`src/rtl/trg_ack_pkg.sv`:
```
// Shared definitions for the trigger ACK monitor: event record layout and FSM encoding.
package trg_ack_pkg;

  localparam int unsigned NUM_CHAN   = 12;
  localparam int unsigned BITMAP_LSB = 0;
  localparam int unsigned COUNT_LSB  = 12;
  localparam int unsigned LAT_LSB    = 16;
  localparam int unsigned PASS_BIT   = 24;
  localparam int unsigned TO_BIT     = 25;
  localparam int unsigned SEQ_LSB    = 26;

  typedef enum logic [2:0] {
    StIdle   = 3'b001,
    StWait   = 3'b010,
    StReport = 3'b100
  } state_e;

  function automatic logic [3:0] popcount12(input logic [NUM_CHAN-1:0] v);
    logic [3:0] c;
    c = '0;
    for (int i = 0; i < NUM_CHAN; i++) begin
      c = c + {3'b000, v[i]};
    end
    return c;
  endfunction

endpackage

```
`src/rtl/ack_sync_edge.sv`:
```
// Multi-stage synchronizer for one asynchronous ACK line with a registered rising-edge pulse.
module ack_sync_edge #(
  parameter int unsigned SyncStages = 2
) (
  input  logic clk_i,
  input  logic rst_i,
  input  logic ack_i,
  output logic rise_o
);

  logic [SyncStages-1:0] sync_q, sync_d;
  logic                  prev_q, prev_d;
  logic                  rise_q, rise_d;

  always_comb begin
    sync_d = {sync_q[SyncStages-2:0], ack_i};
    prev_d = sync_q[SyncStages-1];
    rise_d = sync_q[SyncStages-1] & ~prev_q;
  end

  always_ff @(posedge clk_i or posedge rst_i) begin
    if (rst_i) begin
      sync_q <= '0;
      prev_q <= 1'b0;
      rise_q <= 1'b0;
    end else begin
      sync_q <= sync_d;
      prev_q <= prev_d;
      rise_q <= rise_d;
    end
  end

  assign rise_o = rise_q;

endmodule

```
`src/rtl/trg_ack_monitor.sv`:
```
// Per-trigger ACK collector: opens an ACK window per trigger, builds a 32-bit event record
// and keeps trigger, good-event and drop counters.
module trg_ack_monitor
  import trg_ack_pkg::*;
#(
  parameter int unsigned N_SCROD     = 12,
  parameter int unsigned TIMEOUT     = 255,
  parameter int unsigned SYNC_STAGES = 2
) (
  input  logic               CLK_80MHZ,
  input  logic               RESET,
  input  logic [N_SCROD-1:0] TRG,
  input  logic [N_SCROD-1:0] ACK,
  input  logic [N_SCROD-1:0] TRG_MASK,
  input  logic [3:0]         MIN_SCRODS_REQUIRED,
  input  logic               CLEAR,
  output logic [31:0]        EVT_DATA,
  output logic               EVT_VALID,
  input  logic               EVT_READ,
  output logic [15:0]        TRG_COUNT,
  output logic [15:0]        GOOD_COUNT,
  output logic [7:0]         EVT_DROPPED
);

  logic [N_SCROD-1:0] ackrise;

  for (genvar i = 0; i < N_SCROD; i++) begin : g_sync
    ack_sync_edge #(
      .SyncStages(SYNC_STAGES)
    ) u_sync (
      .clk_i (CLK_80MHZ),
      .rst_i (RESET),
      .ack_i (ACK[i]),
      .rise_o(ackrise[i])
    );
  end

  state_e             state_q, state_d;
  logic [N_SCROD-1:0] trg_prev_q, trg_prev_d;
  logic [N_SCROD-1:0] bitmap_q, bitmap_d;
  logic [7:0]         timer_q, timer_d;
  logic [7:0]         latency_q, latency_d;
  logic               to_q, to_d;
  logic [5:0]         seq_q, seq_d;
  logic [31:0]        evt_data_q, evt_data_d;
  logic               evt_valid_q, evt_valid_d;
  logic [15:0]        trg_count_q, trg_count_d;
  logic [15:0]        good_count_q, good_count_d;
  logic [7:0]         dropped_q, dropped_d;

  logic               trg_start;
  logic [N_SCROD-1:0] new_bits;
  logic [N_SCROD-1:0] merged;
  logic [3:0]         count;
  logic               pass;
  logic [31:0]        record;
  logic               report;
  logic               trg_inc;
  logic               drop_trg;
  logic               drop_rec;
  logic [1:0]         drop_inc;
  logic [8:0]         drop_sum;

  always_comb begin
    trg_start = |(TRG & ~trg_prev_q);
    new_bits  = ackrise & TRG_MASK;
    merged    = bitmap_q | new_bits;
    count     = popcount12(bitmap_q);
    pass      = (count >= MIN_SCRODS_REQUIRED);

    record                            = '0;
    record[BITMAP_LSB +: NUM_CHAN]    = bitmap_q;
    record[COUNT_LSB +: 4]            = count;
    record[LAT_LSB +: 8]              = latency_q;
    record[PASS_BIT]                  = pass;
    record[TO_BIT]                    = to_q;
    record[SEQ_LSB +: 6]              = seq_q;

    state_d    = state_q;
    trg_prev_d = TRG;
    bitmap_d   = bitmap_q;
    timer_d    = timer_q;
    latency_d  = latency_q;
    to_d       = to_q;
    report     = 1'b0;
    trg_inc    = 1'b0;
    drop_trg   = 1'b0;

    unique case (state_q)
      StIdle: begin
        if (trg_start) begin
          state_d   = StWait;
          bitmap_d  = '0;
          timer_d   = '0;
          latency_d = '0;
          to_d      = 1'b0;
          trg_inc   = 1'b1;
        end
      end
      StWait: begin
        drop_trg = trg_start;
        timer_d  = (timer_q == 8'hFF) ? timer_q : timer_q + 8'd1;
        if (|new_bits) begin
          bitmap_d  = merged;
          latency_d = timer_q;
        end
        // Completion is tested first so it wins over a coincident timeout.
        if (merged == TRG_MASK) begin
          state_d = StReport;
          to_d    = 1'b0;
        end else if (timer_q == 8'(TIMEOUT)) begin
          state_d = StReport;
          to_d    = 1'b1;
        end
      end
      StReport: begin
        drop_trg = trg_start;
        report   = 1'b1;
        state_d  = StIdle;
      end
      default: state_d = StIdle;
    endcase

    evt_data_d  = evt_data_q;
    evt_valid_d = evt_valid_q;
    drop_rec    = 1'b0;
    if (report) begin
      if (!evt_valid_q || EVT_READ) begin
        evt_data_d  = record;
        evt_valid_d = 1'b1;
      end else begin
        drop_rec = 1'b1;
      end
    end else if (EVT_READ) begin
      evt_valid_d = 1'b0;
    end

    drop_inc = {1'b0, drop_trg} + {1'b0, drop_rec};
    drop_sum = {1'b0, dropped_q} + {7'b0, drop_inc};

    if (CLEAR) begin
      trg_count_d  = '0;
      good_count_d = '0;
      dropped_d    = '0;
      seq_d        = '0;
    end else begin
      trg_count_d  = trg_count_q + {15'b0, trg_inc};
      good_count_d = good_count_q + {15'b0, report & pass};
      dropped_d    = drop_sum[8] ? 8'hFF : drop_sum[7:0];
      seq_d        = seq_q + {5'b0, report};
    end
  end

  always_ff @(posedge CLK_80MHZ or posedge RESET) begin
    if (RESET) begin
      state_q      <= StIdle;
      trg_prev_q   <= '0;
      bitmap_q     <= '0;
      timer_q      <= '0;
      latency_q    <= '0;
      to_q         <= 1'b0;
      seq_q        <= '0;
      evt_data_q   <= '0;
      evt_valid_q  <= 1'b0;
      trg_count_q  <= '0;
      good_count_q <= '0;
      dropped_q    <= '0;
    end else begin
      state_q      <= state_d;
      trg_prev_q   <= trg_prev_d;
      bitmap_q     <= bitmap_d;
      timer_q      <= timer_d;
      latency_q    <= latency_d;
      to_q         <= to_d;
      seq_q        <= seq_d;
      evt_data_q   <= evt_data_d;
      evt_valid_q  <= evt_valid_d;
      trg_count_q  <= trg_count_d;
      good_count_q <= good_count_d;
      dropped_q    <= dropped_d;
    end
  end

  assign EVT_DATA    = evt_data_q;
  assign EVT_VALID   = evt_valid_q;
  assign TRG_COUNT   = trg_count_q;
  assign GOOD_COUNT  = good_count_q;
  assign EVT_DROPPED = dropped_q;

endmodule

```
`config.mk`:
```
export PLATFORM = sky130hd
export DESIGN_NAME = trg_ack_monitor
export DESIGN_NICKNAME = d
export VERILOG_FILES = /design/src/rtl/trg_ack_pkg.sv /design/src/rtl/ack_sync_edge.sv /design/src/rtl/trg_ack_monitor.sv
export SDC_FILE = /design/constraint.sdc
export NUM_CORES = 1
export LEC_CHECK = 0
export CAP_MARGIN = 20
export CORE_UTILIZATION = 50
export DETAILED_ROUTE_END_ITERATION = 10
export PLACE_DENSITY_LB_ADDON = 0.3
export RECOVER_POWER = 25
export SKIP_LAST_GASP = 1
export SYNTH_ARGS = -nofsm -noshare
export SYNTH_HDL_FRONTEND = slang
export SYNTH_HIERARCHICAL = 1
export SYNTH_SLANG_ARGS = --single-unit
export TNS_END_PERCENT = 100
```
`constraint.sdc`:
```
create_clock -name CLK_80MHZ -period 11.5 [get_ports CLK_80MHZ]
set_input_delay 1.15 -clock CLK_80MHZ [delete_from_list [all_inputs] [get_ports CLK_80MHZ]]
set_output_delay 1.15 -clock CLK_80MHZ [all_outputs]
set_load 0.03 [all_outputs]
```
==> impl_metrics.py <==
metrics = {
    "clock_network": {
        "cts_hold_buf": 0,
        "clock_latency_ns": 0.43,
        "cts_inserted_buffers": 17,
        "tritoncts": "built",
        "root_buffer": "clkbuf_16",
        "cts_setup_buffers": 0,
        "cts_max_level": 4,
        "clock_path_buffers": 2,
        "cts_num_sinks": 171,
        "postCtsResizedCells": 0,
        "clkTransAtPathRegs_ns": 0.06,
    },
    "routing": {
        "viasPerCell": 5.25,
        "wirelength_mm": 14.6,
        "via_count": 4895,
        "ant_nets": 0,
        "drc": 0,
        "routedWlPerCell_um": 15.7,
        "dr.pass1.iters": 5,
        "drtIter0Drc": 263,
    },
    "timing": {
        "setup_viol": 0,
        "final_max_slew_viol_count": 0,
        "setup_ws_ns": 6.07,
        "worst_pin_slew_ns": 0.904,
        "report.final.hold_viol_count": 0,
        "final.setup.tns_ns": 0,
        "fin_crit_ns": 5.43,
        "fin_crit_sh_pct": 47.2,
        "slew_headroom_pct": 39.6,
        "rsz0062_at_grt": "false",
        "max_freq_ghz": 0.184,
        "finClkSkew_ns": 0.00632,
    },
    "pwr": {
        "power.density_nw_per_um2": 193,
        "seqPwrFrac_pct": 40.9,
        "power_leakage_nw": 4.11,
        "intPower_mw": 1.22,
        "clockPowerShare_pct": 33.7,
        "pwr-share-comb_pct": 25.4,
        "fin_total_pwr_mw": 1.75,
        "p_sw_mw": 0.528,
        "p_sw_share_pct": 30.2,
        "max-vdd-ir-drop_v": 0.000139,
    },
    "setup_path": {
        "worstSetupEndpointType": "register",
        "r2r_start": "bitmap_q[5]",
        "cp_num_buf_inv": 4,
        "cp_max_fo": 6,
        "regToRegSetupSlack_ns": 6.07,
        "cpMostUsedCell": "fa_1",
        "critPathKind": "reg -> reg",
        "critPathRequiredTime_ns": 11.79,
        "path_cells": "fa_1 -> inv_1 -> fa_1 -> fa_1 -> fa_1 -> inv_1 -> ha_1 -> inv_1 -> fa_1 -> inv_1 -> ha_1 -> a21o_1 -> a21o_1 -> a21oi_1 -> nor2_1 -> ha_1 -> nand4_1 -> nor4_4 -> nand4_1 -> xor2_1 -> nor2_1",
        "startpoint_type": "register",
        "worstPathArrival_ns": 5.72,
        "cp_slowest_cell": "fa_1",
        "critPathTopFamily": "adder cells",
        "r2r-end": "GOOD_COUNT[15]",
        "reg2regPathDepth": 21,
        "cp_slowest_stage_delay_ns": 0.57,
    },
    "layout": {
        "areaGrowthSynthToFinish_pct": 26.3,
        "diodes": 0,
        "layout.nets": 808,
        "layout-drive-gt1-share_pct": 9.16,
        "utilization_pct": 65.2,
        "final_area_um2": 9080,
    },
    "logic_synthesis": {
        "synth.most_common_cell": "dfrtp_1",
        "synthCells": 617,
        "yosys.area.top_type_share_pct": 59.1,
        "syn_nets": 685,
        "ys_ff_latch": 171,
        "synth_warnings": 6,
        "netlist_top_cells_area": "dfrtp_1, mux2_2, nor2_1",
        "async_flop_share_pct": 100,
        "synth_area_leader_cell": "dfrtp_1",
        "synthTopCellsByCount": "dfrtp_1, nor2_1, inv_1",
        "synthFlopType": "dfrtp_1",
        "avgSynthCellArea_um2": 11.7,
        "synth_edf_count": 0,
        "netlist_area_um2": 7200,
        "yosysSeqAreaShare_pct": 59.5,
        "synth.distinct_cells": 50,
    },
    "worst_hold_path": {
        "hp-class": "reg -> reg",
        "hold_end": "g_sync[5].u_sync/sync_q[1]",
        "hp-start": "g_sync[5].u_sync/sync_q[0]",
        "hold_path_depth": 0,
    },
    "placed_design": {
        "gp_congestion": 0.880,
        "dp_hpwl_mm": 10.6,
        "dpl_worst_slack_ns": 6.10,
        "post_dp_cell_area_um2": 8540,
        "io_buffer_count": 116,
    },
    "status": {
        "status": "completed",
    },
    "run": {
        "cap_violations": 0,
    },
    "floorplanning": {
        "row_count": 43,
        "initial_core_util_pct": 51.6,
        "die_h_um": 122,
        "die_x_um": 122,
        "fp.coreArea_um2": 13900,
        "die-area_um2": 14900,
        "io_pins": 117,
    },
    "global_route": {
        "grt_pass1_wl_mm": 24.4,
        "first_global_vias": 5052,
        "overflow": 0,
        "grt_util_all_layers_pct": 21.7,
        "grt_max_degree": 70,
        "antenna_found_initial": 0,
    },
}
-- power groups by stage --
stage                     combinational, mW  clock [mW]  sequential [mW]
after floorplan                       0.230           0            0.784
after global placement                0.438           0            0.724
after detailed placement              0.448           0            0.728
after CTS                             0.452       0.603            0.718
after global routing                  0.493       0.623            0.725
final                                 0.445       0.589            0.716
-- placed cells by master, fill, tap and decap left out, types with 5 or more instances in the layout --
cell type and count:
mux2_2 21, o21ai_0 16, xnor2_1 19, nor2b_1 12, dfrtp_1 170, fa_1 8
a21oi_1 20, inv_1 51, dlygate4sd3_1 26, nor2_1 55, clkbuf_8 5, nand2b_1 20
a21o_1 5, ha_1 16, nand2_1 46, nand3_1 31, mux2i_1 8, clkdlybuf4s50_1 90
nor2b_2 5, a31oi_1 7, nor3b_1 9, nand4_1 7, a22oi_1 7, xor2_1 19
nor3_1 9, clkbuf_16 17
-- kinds of logic (layout without fill, tap and decap cells) --
family / Yosys count / count (layout) / share of synthesized area, %
and+or+nand+nor: 217 / 217 / 16.5
DFF: 171 / 171 / 59.5
buffers and inverters: 70 / 206 / 3.77
AOI/OAI and AO/OA: 68 / 68 / 6.19
xor gates and xnor gates: 38 / 38 / 4.63
muxes: 29 / 29 / 4.40
adders and majority gates: 24 / 24 / 5.01
-- final cells by class --
type / instances / area (um^2)
Fill cell: 1082 / 4850
Sequential cell: 171 / 4280
Multi-Input combinational cell: 376 / 2570
Timing Repair Buffer: 120 / 1190
Clock buffer: 26 / 509
Tap cell: 180 / 225
Inverter: 54 / 205
Clock inverter: 6 / 108
-- per-layer routing --
layer / vias to the layer above / GRT usage [%] / routed length [um]
li1: 2292 / - / -
met1: 2422 / 27.0 / 6190
met2: 153 / 36.4 / 7270
met3: 28 / 5.10 / 851
met4: 0 / 8.41 / 329
met5: - / 0 / 0
-- worst max path at each step --
stage | to | cells past startpoint | slack [ns] | startpoint
finish | GOOD_COUNT[15] | 21 | 6.07 | bitmap_q[5]
global route | GOOD_COUNT[15] | 21 | 5.71 | bitmap_q[5]
CTS | GOOD_COUNT[15] | 21 | 6.03 | bitmap_q[5]
detailed placement | GOOD_COUNT[15] | 21 | 6.10 | bitmap_q[5]
global placement | GOOD_COUNT[15] | 21 | 6.26 | bitmap_q[5]
floorplan | GOOD_COUNT[15] | 21 | 6.49 | bitmap_q[5]
-- state kept, by name (all words and copies together), names as in the netlist --
signal / count
EVT_DATA: 32
g_sync.u_sync/sync_q: 24
GOOD_COUNT: 16
TRG_COUNT: 16
bitmap_q: 12
g_sync.u_sync/prev_q: 12
g_sync.u_sync/rise_o: 12
trg_prev_q: 12
EVT_DROPPED: 8
latency_q: 8
timer_q: 8
seq_q: 6
state_q: 3
EVT_VALID: 1
to_q: 1
-- metrics by stage --
| stage | hold WS (ns) | cells |
|---|---|---|
| after floorplan | 0.331 | 617 |
| after global placement | 0.331 | 900 |
| after detailed placement | 0.338 | 900 |
| after CTS | 0.351 | 932 |
| after global routing | 0.351 | 933 |
| final | 0.345 | 933 |
(Power assumes the default switching activity.)
